==> src/rtl/imm_extend_pipe_if.sv <==
// Handshake bundle for imm_extend_pipe: input side (instr/mode with
// valid/ready) and output side (imm/imm_neg with valid/ready).
interface imm_extend_pipe_if #(
  parameter int unsigned XLEN = 32
);
  // Upstream (decode) side
  logic            in_valid;
  logic            in_ready;
  logic [31:0]     instr;
  logic [2:0]      mode;

  // Downstream (execute) side
  logic            out_valid;
  logic            out_ready;
  logic [XLEN-1:0] imm;
  logic            imm_neg;

  // Driver of the bundle: decode stage upstream, execute stage downstream
  modport master (
    output in_valid,
    output instr,
    output mode,
    output out_ready,
    input  in_ready,
    input  out_valid,
    input  imm,
    input  imm_neg
  );

  // The extender itself
  modport slave (
    input  in_valid,
    input  instr,
    input  mode,
    input  out_ready,
    output in_ready,
    output out_valid,
    output imm,
    output imm_neg
  );
endinterface

==> src/rtl/imm_extend_pipe.sv <==
// Registered RISC-V immediate extractor/extender with a two-entry skid
// buffer (output register + skid register). Decodes I/S/B/U/J immediates,
// shift amounts and raw sign/zero extension into an XLEN-wide operand.
module imm_extend_pipe #(
  parameter int unsigned XLEN  = 32,
  parameter int unsigned RAW_W = 12
) (
  input  logic                clk,
  input  logic                rst_n,
  imm_extend_pipe_if.slave    bus
);

  // Immediate format selector encoding on the mode input
  typedef enum logic [2:0] {
    M_I     = 3'd0,
    M_S     = 3'd1,
    M_B     = 3'd2,
    M_U     = 3'd3,
    M_J     = 3'd4,
    M_SHAMT = 3'd5,
    M_RAW_S = 3'd6,
    M_RAW_Z = 3'd7
  } mode_e;

  // Buffer occupancy: ST_ONE = output register only, ST_FULL = output
  // register plus skid register.
  typedef enum logic [1:0] {
    ST_EMPTY = 2'd0,
    ST_ONE   = 2'd1,
    ST_FULL  = 2'd2
  } occ_e;

  occ_e            state_q, state_d;
  logic [XLEN-1:0] or_q, or_d;
  logic [XLEN-1:0] sr_q, sr_d;
  logic            in_ready_q, in_ready_d;
  logic [XLEN-1:0] dec;
  logic            accept;
  logic            drain;
  mode_e           mode_sel;

  assign mode_sel = mode_e'(bus.mode);
  assign accept   = bus.in_valid && in_ready_q;
  assign drain    = (state_q != ST_EMPTY) && bus.out_ready;

  // Combinational decode and extension of the presented instruction
  always_comb begin
    dec = '0;
    case (mode_sel)
      M_I:     dec = XLEN'($signed(bus.instr[31:20]));
      M_S:     dec = XLEN'($signed({bus.instr[31:25], bus.instr[11:7]}));
      M_B:     dec = XLEN'($signed({bus.instr[31], bus.instr[7],
                                    bus.instr[30:25], bus.instr[11:8],
                                    1'b0}));
      M_U:     dec = XLEN'($signed({bus.instr[31:12], 12'b0}));
      M_J:     dec = XLEN'($signed({bus.instr[31], bus.instr[19:12],
                                    bus.instr[20], bus.instr[30:21],
                                    1'b0}));
      M_SHAMT: begin
        if (XLEN == 64) dec = XLEN'(bus.instr[25:20]);
        else            dec = XLEN'(bus.instr[24:20]);
      end
      M_RAW_S: dec = XLEN'($signed(bus.instr[RAW_W-1:0]));
      M_RAW_Z: dec = XLEN'(bus.instr[RAW_W-1:0]);
      default: dec = '0;
    endcase
  end

  // Next-state, data steering and registered ready
  always_comb begin
    state_d = state_q;
    or_d    = or_q;
    sr_d    = sr_q;
    case (state_q)
      ST_EMPTY: begin
        if (accept) begin
          or_d    = dec;
          state_d = ST_ONE;
        end
      end
      ST_ONE: begin
        if (accept && drain) begin
          // OR drains and refills in the same cycle; out_valid stays high
          or_d    = dec;
          state_d = ST_ONE;
        end else if (accept) begin
          sr_d    = dec;
          state_d = ST_FULL;
        end else if (drain) begin
          state_d = ST_EMPTY;
        end
      end
      ST_FULL: begin
        // in_ready is low here, so no accept can coincide with this drain
        if (drain) begin
          or_d    = sr_q;
          state_d = ST_ONE;
        end
      end
      default: state_d = ST_EMPTY;
    endcase
    // Ready is precomputed from the next occupancy so the output is a
    // plain flop with no path from out_ready.
    in_ready_d = (state_d != ST_FULL);
  end

  // Occupancy and ready registers
  always_ff @(posedge clk or negedge rst_n) begin
    if (!rst_n) begin
      state_q    <= ST_EMPTY;
      in_ready_q <= 1'b1;
    end else begin
      state_q    <= state_d;
      in_ready_q <= in_ready_d;
    end
  end

  // Output and skid data registers
  always_ff @(posedge clk or negedge rst_n) begin
    if (!rst_n) begin
      or_q <= '0;
      sr_q <= '0;
    end else begin
      or_q <= or_d;
      sr_q <= sr_d;
    end
  end

  assign bus.in_ready  = in_ready_q;
  assign bus.out_valid = (state_q != ST_EMPTY);
  assign bus.imm       = or_q;
  assign bus.imm_neg   = or_q[XLEN-1];

endmodule

==> src/flat_wrapper.sv <==
// flat-port wrapper written by rule: the top's interface ports become plain ports
module imm_extend_pipe_flat 
#(
  parameter int unsigned XLEN  = 32,
  parameter int unsigned RAW_W = 12
)
  (clk, rst_n, bus_in_valid, bus_instr, bus_mode, bus_out_ready, bus_in_ready, bus_out_valid, bus_imm, bus_imm_neg);
  imm_extend_pipe_if #(.XLEN(XLEN)) bus_i ();
  input  logic clk;
  input  logic rst_n;
  input wire logic [$bits(bus_i.in_valid)-1:0] bus_in_valid;
  input wire logic [$bits(bus_i.instr)-1:0] bus_instr;
  input wire logic [$bits(bus_i.mode)-1:0] bus_mode;
  input wire logic [$bits(bus_i.out_ready)-1:0] bus_out_ready;
  output wire logic [$bits(bus_i.in_ready)-1:0] bus_in_ready;
  output wire logic [$bits(bus_i.out_valid)-1:0] bus_out_valid;
  output wire logic [$bits(bus_i.imm)-1:0] bus_imm;
  output wire logic [$bits(bus_i.imm_neg)-1:0] bus_imm_neg;
  assign bus_i.in_valid = bus_in_valid;
  assign bus_i.instr = bus_instr;
  assign bus_i.mode = bus_mode;
  assign bus_i.out_ready = bus_out_ready;
  assign bus_in_ready = bus_i.in_ready;
  assign bus_out_valid = bus_i.out_valid;
  assign bus_imm = bus_i.imm;
  assign bus_imm_neg = bus_i.imm_neg;
  imm_extend_pipe #(.XLEN(XLEN), .RAW_W(RAW_W)) u_core (.clk(clk), .rst_n(rst_n), .bus(bus_i));
endmodule
==> config.mk <==
export PLATFORM = sky130hd
export DESIGN_NAME = imm_extend_pipe_flat
export DESIGN_NICKNAME = d
export VERILOG_FILES = /design/src/rtl/imm_extend_pipe_if.sv /design/src/rtl/imm_extend_pipe.sv /design/src/flat_wrapper.sv
export SDC_FILE = /design/constraint.sdc
export NUM_CORES = 1
export LEC_CHECK = 0
export BUFFER_PORTS_ARGS = -buffer_cell sky130_fd_sc_hd__buf_4
export CAP_MARGIN = 20
export CORE_AREA = 3 3 127 80
export CTS_CLUSTER_DIAMETER = 150
export CTS_CLUSTER_SIZE = 28
export DETAILED_ROUTE_END_ITERATION = 10
export DIE_AREA = 0 0 130 83
export PLACE_DENSITY = 0.73
export SETUP_SLACK_MARGIN = 0.2
export SLEW_MARGIN = 20
export SYNTH_ARGS = -nofsm -noshare
export SYNTH_HDL_FRONTEND = slang
export SYNTH_SLANG_ARGS = --single-unit
==> constraint.sdc <==
create_clock -name clk -period 1.6 [get_ports clk]
set_input_delay 0.08 -clock clk [delete_from_list [all_inputs] [get_ports clk]]
set_output_delay 0.08 -clock clk [all_outputs]
set_load 0.01 [all_outputs]
After elaboration in Yosys (flattened, before gate mapping) --
Cells that the tools add are included.
Cells by class: reduce and logical (&&, ||, !) cells 9, mux-type cells 11, $mul 0, shift operators 0, add/subtract/negate cells 0, divide/modulo/power cells 0, eq/ne operators 13, bitwise operators 1, order comparisons 0
Operators by type and width (count):
- 32-bit case mux with 8 select lines | 1
- 32-bit two-way mux | 3
- 32-bit case mux with 3 select lines | 1
- 3-bit == test, second input constant | 4
- 2-bit two-way mux | 5
- 3-bit by 2-bit == test with 1-bit output, second input constant | 2
- 2-bit by 1-bit != test with 1-bit output, second input constant | 3
- 2-bit case mux with 3 select lines | 1
- 4-bit AND reduction | 1
- 3-bit by 1-bit == test with 1-bit output, second input constant | 1
- 1-bit logical AND | 3
- 3-bit logical NOT | 1
- 3-bit AND reduction | 1
- 3-bit nonzero test | 1
- 2-bit by 1-bit == test with 1-bit output, second input constant | 1
- 2-bit == test, second input constant | 1
- 2-bit logical NOT | 1
- 2-bit != test, second input constant | 1
- 2-bit nonzero test | 1
- 1-bit NOT | 1
Word-level totals: bits of input ports 39, register bits after elaboration 67, bits in latches 0, memories kept 0, memory bits (writable) 0, word-level logic and storage cells 38, output and inout bits 35, memory bits (read-only) 0

Longest topological paths before layout --
depth in word-level cells 7, gate-level depth with buffers 7, mapped depth without buffers 4

Least setup slack after synthesis --
No wires, ideal clock.
kind flip-flop to flip-flop, start reg u_core.in_ready_q (netlist: u_core.bus.in_ready), end reg u_core.sr_q[16], arrival 1.535 ns, slack -0.060 ns, setup time 0.125 ns, clock period less this slack 1.660 ns, buffers on the path 1, data required time 1.475 ns, stages on the path, launching flop included 5, cells stage by stage dfstp_2 -> nand2_1 -> nor3_4 -> buf_2 -> mux2_2
Between the ends: cells in the longest elaborated chain, start to end 4
Ends and longest elaborated chain:
- start, declared | line imm_extend_pipe.sv:36 | logic in_ready_q, in_ready_d;
- start signal, assigned | line imm_extend_pipe.sv:114 | in_ready_q <= in_ready_d;
- 1-bit logical AND (*) | line imm_extend_pipe.sv:43 | assign accept = bus.in_valid && in_ready_q;
- 1-bit logical AND | line imm_extend_pipe.sv:82 | if (accept && drain) begin
- 1-bit NOT (no source line)
- 3-bit AND reduction (no source line) (*)
- end signal, assigned | line imm_extend_pipe.sv:125 | sr_q <= sr_d;
- end, declared | line imm_extend_pipe.sv:35 | logic [XLEN-1:0] sr_q, sr_d;
Mark *: on every way between the ends. The rest lies on a longest branch, timed or not. A chain may end at the register's enable or synchronous reset.

Worst setup path in the final report --
start reg u_core.state_q[0], end reg u_core.or_q[8] (netlist: u_core.bus.imm[8])
Between the ends: cells in the longest elaborated chain, start to end 5, elaborated cells on any way between the ends 12, classes of those cells 5 x eq/ne; 1 x mux; 6 x reduce/logical
Ends and longest elaborated chain:
- start, declared | line imm_extend_pipe.sv:33 | occ_e state_q, state_d;
- start signal, assigned | line imm_extend_pipe.sv:113 | state_q <= state_d;
- 2-bit nonzero test | line imm_extend_pipe.sv:44 | assign drain = (state_q != ST_EMPTY) && bus.out_ready;
- 1-bit logical AND | line imm_extend_pipe.sv:44
- 1-bit logical AND | line imm_extend_pipe.sv:82
- 2-bit by 1-bit != test with 1-bit output (no source line)
- 4-bit AND reduction (no source line)
- end signal, assigned | line imm_extend_pipe.sv:124 | or_q <= or_d;
- end, declared | line imm_extend_pipe.sv:34 | logic [XLEN-1:0] or_q, or_d;
Parallel ways exist; a longest one is shown, timed or not.

==> flow_summary_export.csv <==
group,metric,value,unit
clock_network,cts-root-buf,"clkbuf_16",
pwr,power_density,1690,nW/um^2
yosys,synth_area_leaders,"dfrtp_1 (46%), nand2_1 (6.3%), a21oi_1 (5.7%)",
pwr,ir_worst_vdd,0.735,mV
place,placed_area,4370,um^2
yosys,synthDominantCellAreaShare,45.8,%
yosys,seq_area_frac_synth,46.5,%
place,dp.cells,576,
worst_hold_path,hp-class,"in2reg",
timing,whs,0.0344,ns
pwr,internal-power,6.14,mW
timing,timing.final.ws_setup,0.00713,ns
floorplan,start_util,39.7,%
floorplan,die_w,130,um
setup_path,crit_path_end_kind,"register",
place,pre_cts_slack,-0.0550,ns
timing,setup_viol,0,
routing,drt_iter0_drc,388,
yosys,netlist_area,3610,um^2
place,portBuffers,73,
timing,finClkSkew,0.00593,ns
finish,diodes,0,
finish,nets,542,
yosys,synth_edf_count,0,
setup_path,cp_data_required_time,1.84,ns
pwr,power_leakage,2.42,nW
routing,firstDrtPassIters,5,
setup_path,max_stage_delay,0.45,ns
yosys,synth-warning-count,0,
pwr,seqPwrFrac,33.5,%
global_routing,grt_pass1_wl,18.8,mm
yosys,dominantRegCellSynth,"dfrtp_1",
pwr,swShare,35.6,%
global_routing,overflow,0,
global_routing,grt.total_usage,22.3,%
timing,fin_crit,1.59,ns
global_routing,grt_pass1_vias,3527,
routing,finalWirelength,12.8,mm
run_status,outcome,"finished, final reports clean",
setup_path,crit_family,"flip-flops",
clock_network,cts_tree,"done",
timing,report.final.slew_viol_count,0,
setup_path,crit_chain,"nor2b_4 -> o32ai_4 -> buf_6 -> buf_6 -> buf_12 -> nor2_1 -> a211oi_2",
pwr,power,9.53,mW
routing,num_vias,3741,
place,hpwl,7.24,mm
timing,tightest_slew,1.06,ns
pwr,clockPowerShare,22.8,%
clock_network,cts_sinks,67,
yosys,ys_types,43,
finish,fin_cells,624,
yosys,synth_top_cell_by_area,"dfrtp_1",
floorplan,num_rows,27,
setup_path,crit_top_cell,"buf_6",
global_routing,antenna_found_initial,0,
yosys,post_synth.cell_area_avg,9.06,um^2
floorplan,core,9090,um^2
routing,vias_per_cell,6.00,
routing,drc,0,
finish,areaGrowthSynthToFinish,56.4,%
global_routing,grt_max_degree,36,
routing,postRouteAntennaNets,0,
pwr,pwr-share-comb,43.7,%
timing,fmax,0.628,GHz
floorplan,die_area,10800,um^2
setup_path,crit_fanout,7,
job,cap_violations,0,
setup_path,arrival,1.84,ns
clock_network,clk_latency,0.34,ns
clock_network,clk_path_buf_depth,2,
finish,design_area,5640,um^2
setup_path,path_buf_inv,3,
clock_network,htreeDepth,3,
setup_path,crit_path_start_kind,"register",
floorplan,fp.dieH,83,um
timing,fin_setup_tns,0,ns
place,gp_congestion,0.849,
setup_path,worstSetupPathType,"reg2reg",
timing,max_slew_margin,29.5,%
routing,wl_per_cell,20.5,um
finish,drive_gt1_share,49.2,%
clock_network,cts.clk_slew.worst_paths,0.06,ns
timing,fin_crit_sh,99.6,%
finish,fin_util,62.1,%
timing,rsz0062_at_grt,"true",
setup_path,cpMaxStageDelayCell,"dfrtp_2",
pwr,switching_power,3.40,mW
yosys,syn_nets,437,
yosys,ys_async_sr_fraction,100,%
yosys,syn_inst,398,
floorplan,ios,74,
yosys,ys_seq_elements,67,
clock_network,cts-buffers-inserted,9,
timing,final-hold-violation-count,0,
[cell type report]
| cell class | instances | area (um^2) |
|---|---|---|
| multi-input cells | 293 | 2200 |
| clock buffers | 10 | 239 |
| repair buffers | 127 | 1270 |
| fillers | 695 | 3440 |
| clock inverters | 6 | 88.8 |
| inverters | 5 | 22.5 |
| flip-flops and latches | 67 | 1680 |
| well taps | 116 | 145 |
[worst reg2reg max path, delay by kind of cell (launching register included)]
kind | cells | cell delay, ns
compound gates | 2 | 0.44
simple gates | 2 | 0.22
flops | 1 | 0.45
buf+inv | 3 | 0.38
[cells by family after synthesis]
| kind of cell | synth area share, % |
|---|---|
| flops | 46.5 |
| mux | 2.77 |
| compound gates | 23.0 |
| simple gates | 22.2 |
| buf+inv | 5.58 |
[layout by cell type, fill, tap and decap left out, drive strengths merged, types with 3 or more instances in the layout]
cell / count
nand2: 61
o221ai: 8
nor2b: 17
nand2b: 4
or4: 4
o21ai: 38
inv: 3
buf: 125
clkbuf: 11
o221a: 8
nor3: 10
a21oi: 41
clkinvlp: 3
a211oi: 4
nand3: 26
dfrtp: 66
a32o: 4
nand3b: 4
nor2: 19
clkinv: 3
a22oi: 11
mux2: 8
or3: 8
[layer usage]
metal	wire length, um	up-vias	track usage, %	share of wire, %
li1	-	1660	-	-
met1	5450	1840	32.5	43
met2	5730	208	32.0	45
met3	1310	33	6.75	10
met4	298	0	6.13	2.3
met5	0	-	0	0
[what timing repair did]
item,CTS,global route
hold endpoints to repair,33,0
hold buffers,1,0
pin swaps,15,29
gates cloned,8,1
buffers inserted,22,0
resized for setup,64,98
setup endpoints to repair,65,67
[sequential cells by signal, summed over array words and instances, names as in the netlist]
signal,count
u_core.sr_q,32
u_core.bus.imm,32
u_core.bus.in_ready,1
u_core.state_q,2
[power groups by stage]
stage / Combinational (mW) / Clock [mW] / Sequential, mW
floorplan: 1.46 / 0 / 3.05
global placement: 2.75 / 0 / 2.98
detailed placement: 2.84 / 0 / 2.99
CTS: 3.62 / 2.18 / 3.00
global route: 4.46 / 2.26 / 3.27
finish: 4.17 / 2.17 / 3.19
[cell usage after synthesis (8+ instances only)]
cell type,n
or3_1,8
o21ai_0,35
nor2_1,19
a22oi_1,11
a21oi_1,41
clkbuf_1,13
dfrtp_1,66
nand3_1,26
o221ai_1,8
nor3_1,9
o221a_2,8
nand2_1,61
mux2_2,8
buf_2,14
nor2b_1,15
[worst paths after layout]
path                                         from            endpoint  slack (ns)  cells after the start
worst min-delay path                bus_out_ready   u_core.state_q[1]        0.03                      2
worst max-delay path            u_core.state_q[0]   u_core.bus.imm[8]       0.007                      7
min in group asynchronous                   rst_n  u_core.bus.imm[31]        0.25                      2
worst max register to register  u_core.state_q[0]   u_core.bus.imm[8]       0.007                      7
worst min register to register    u_core.sr_q[22]     u_core.sr_q[22]        0.47                      2
max in group asynchronous                   rst_n  u_core.bus.imm[30]        0.81                      3
(Power assumes the default switching activity.)
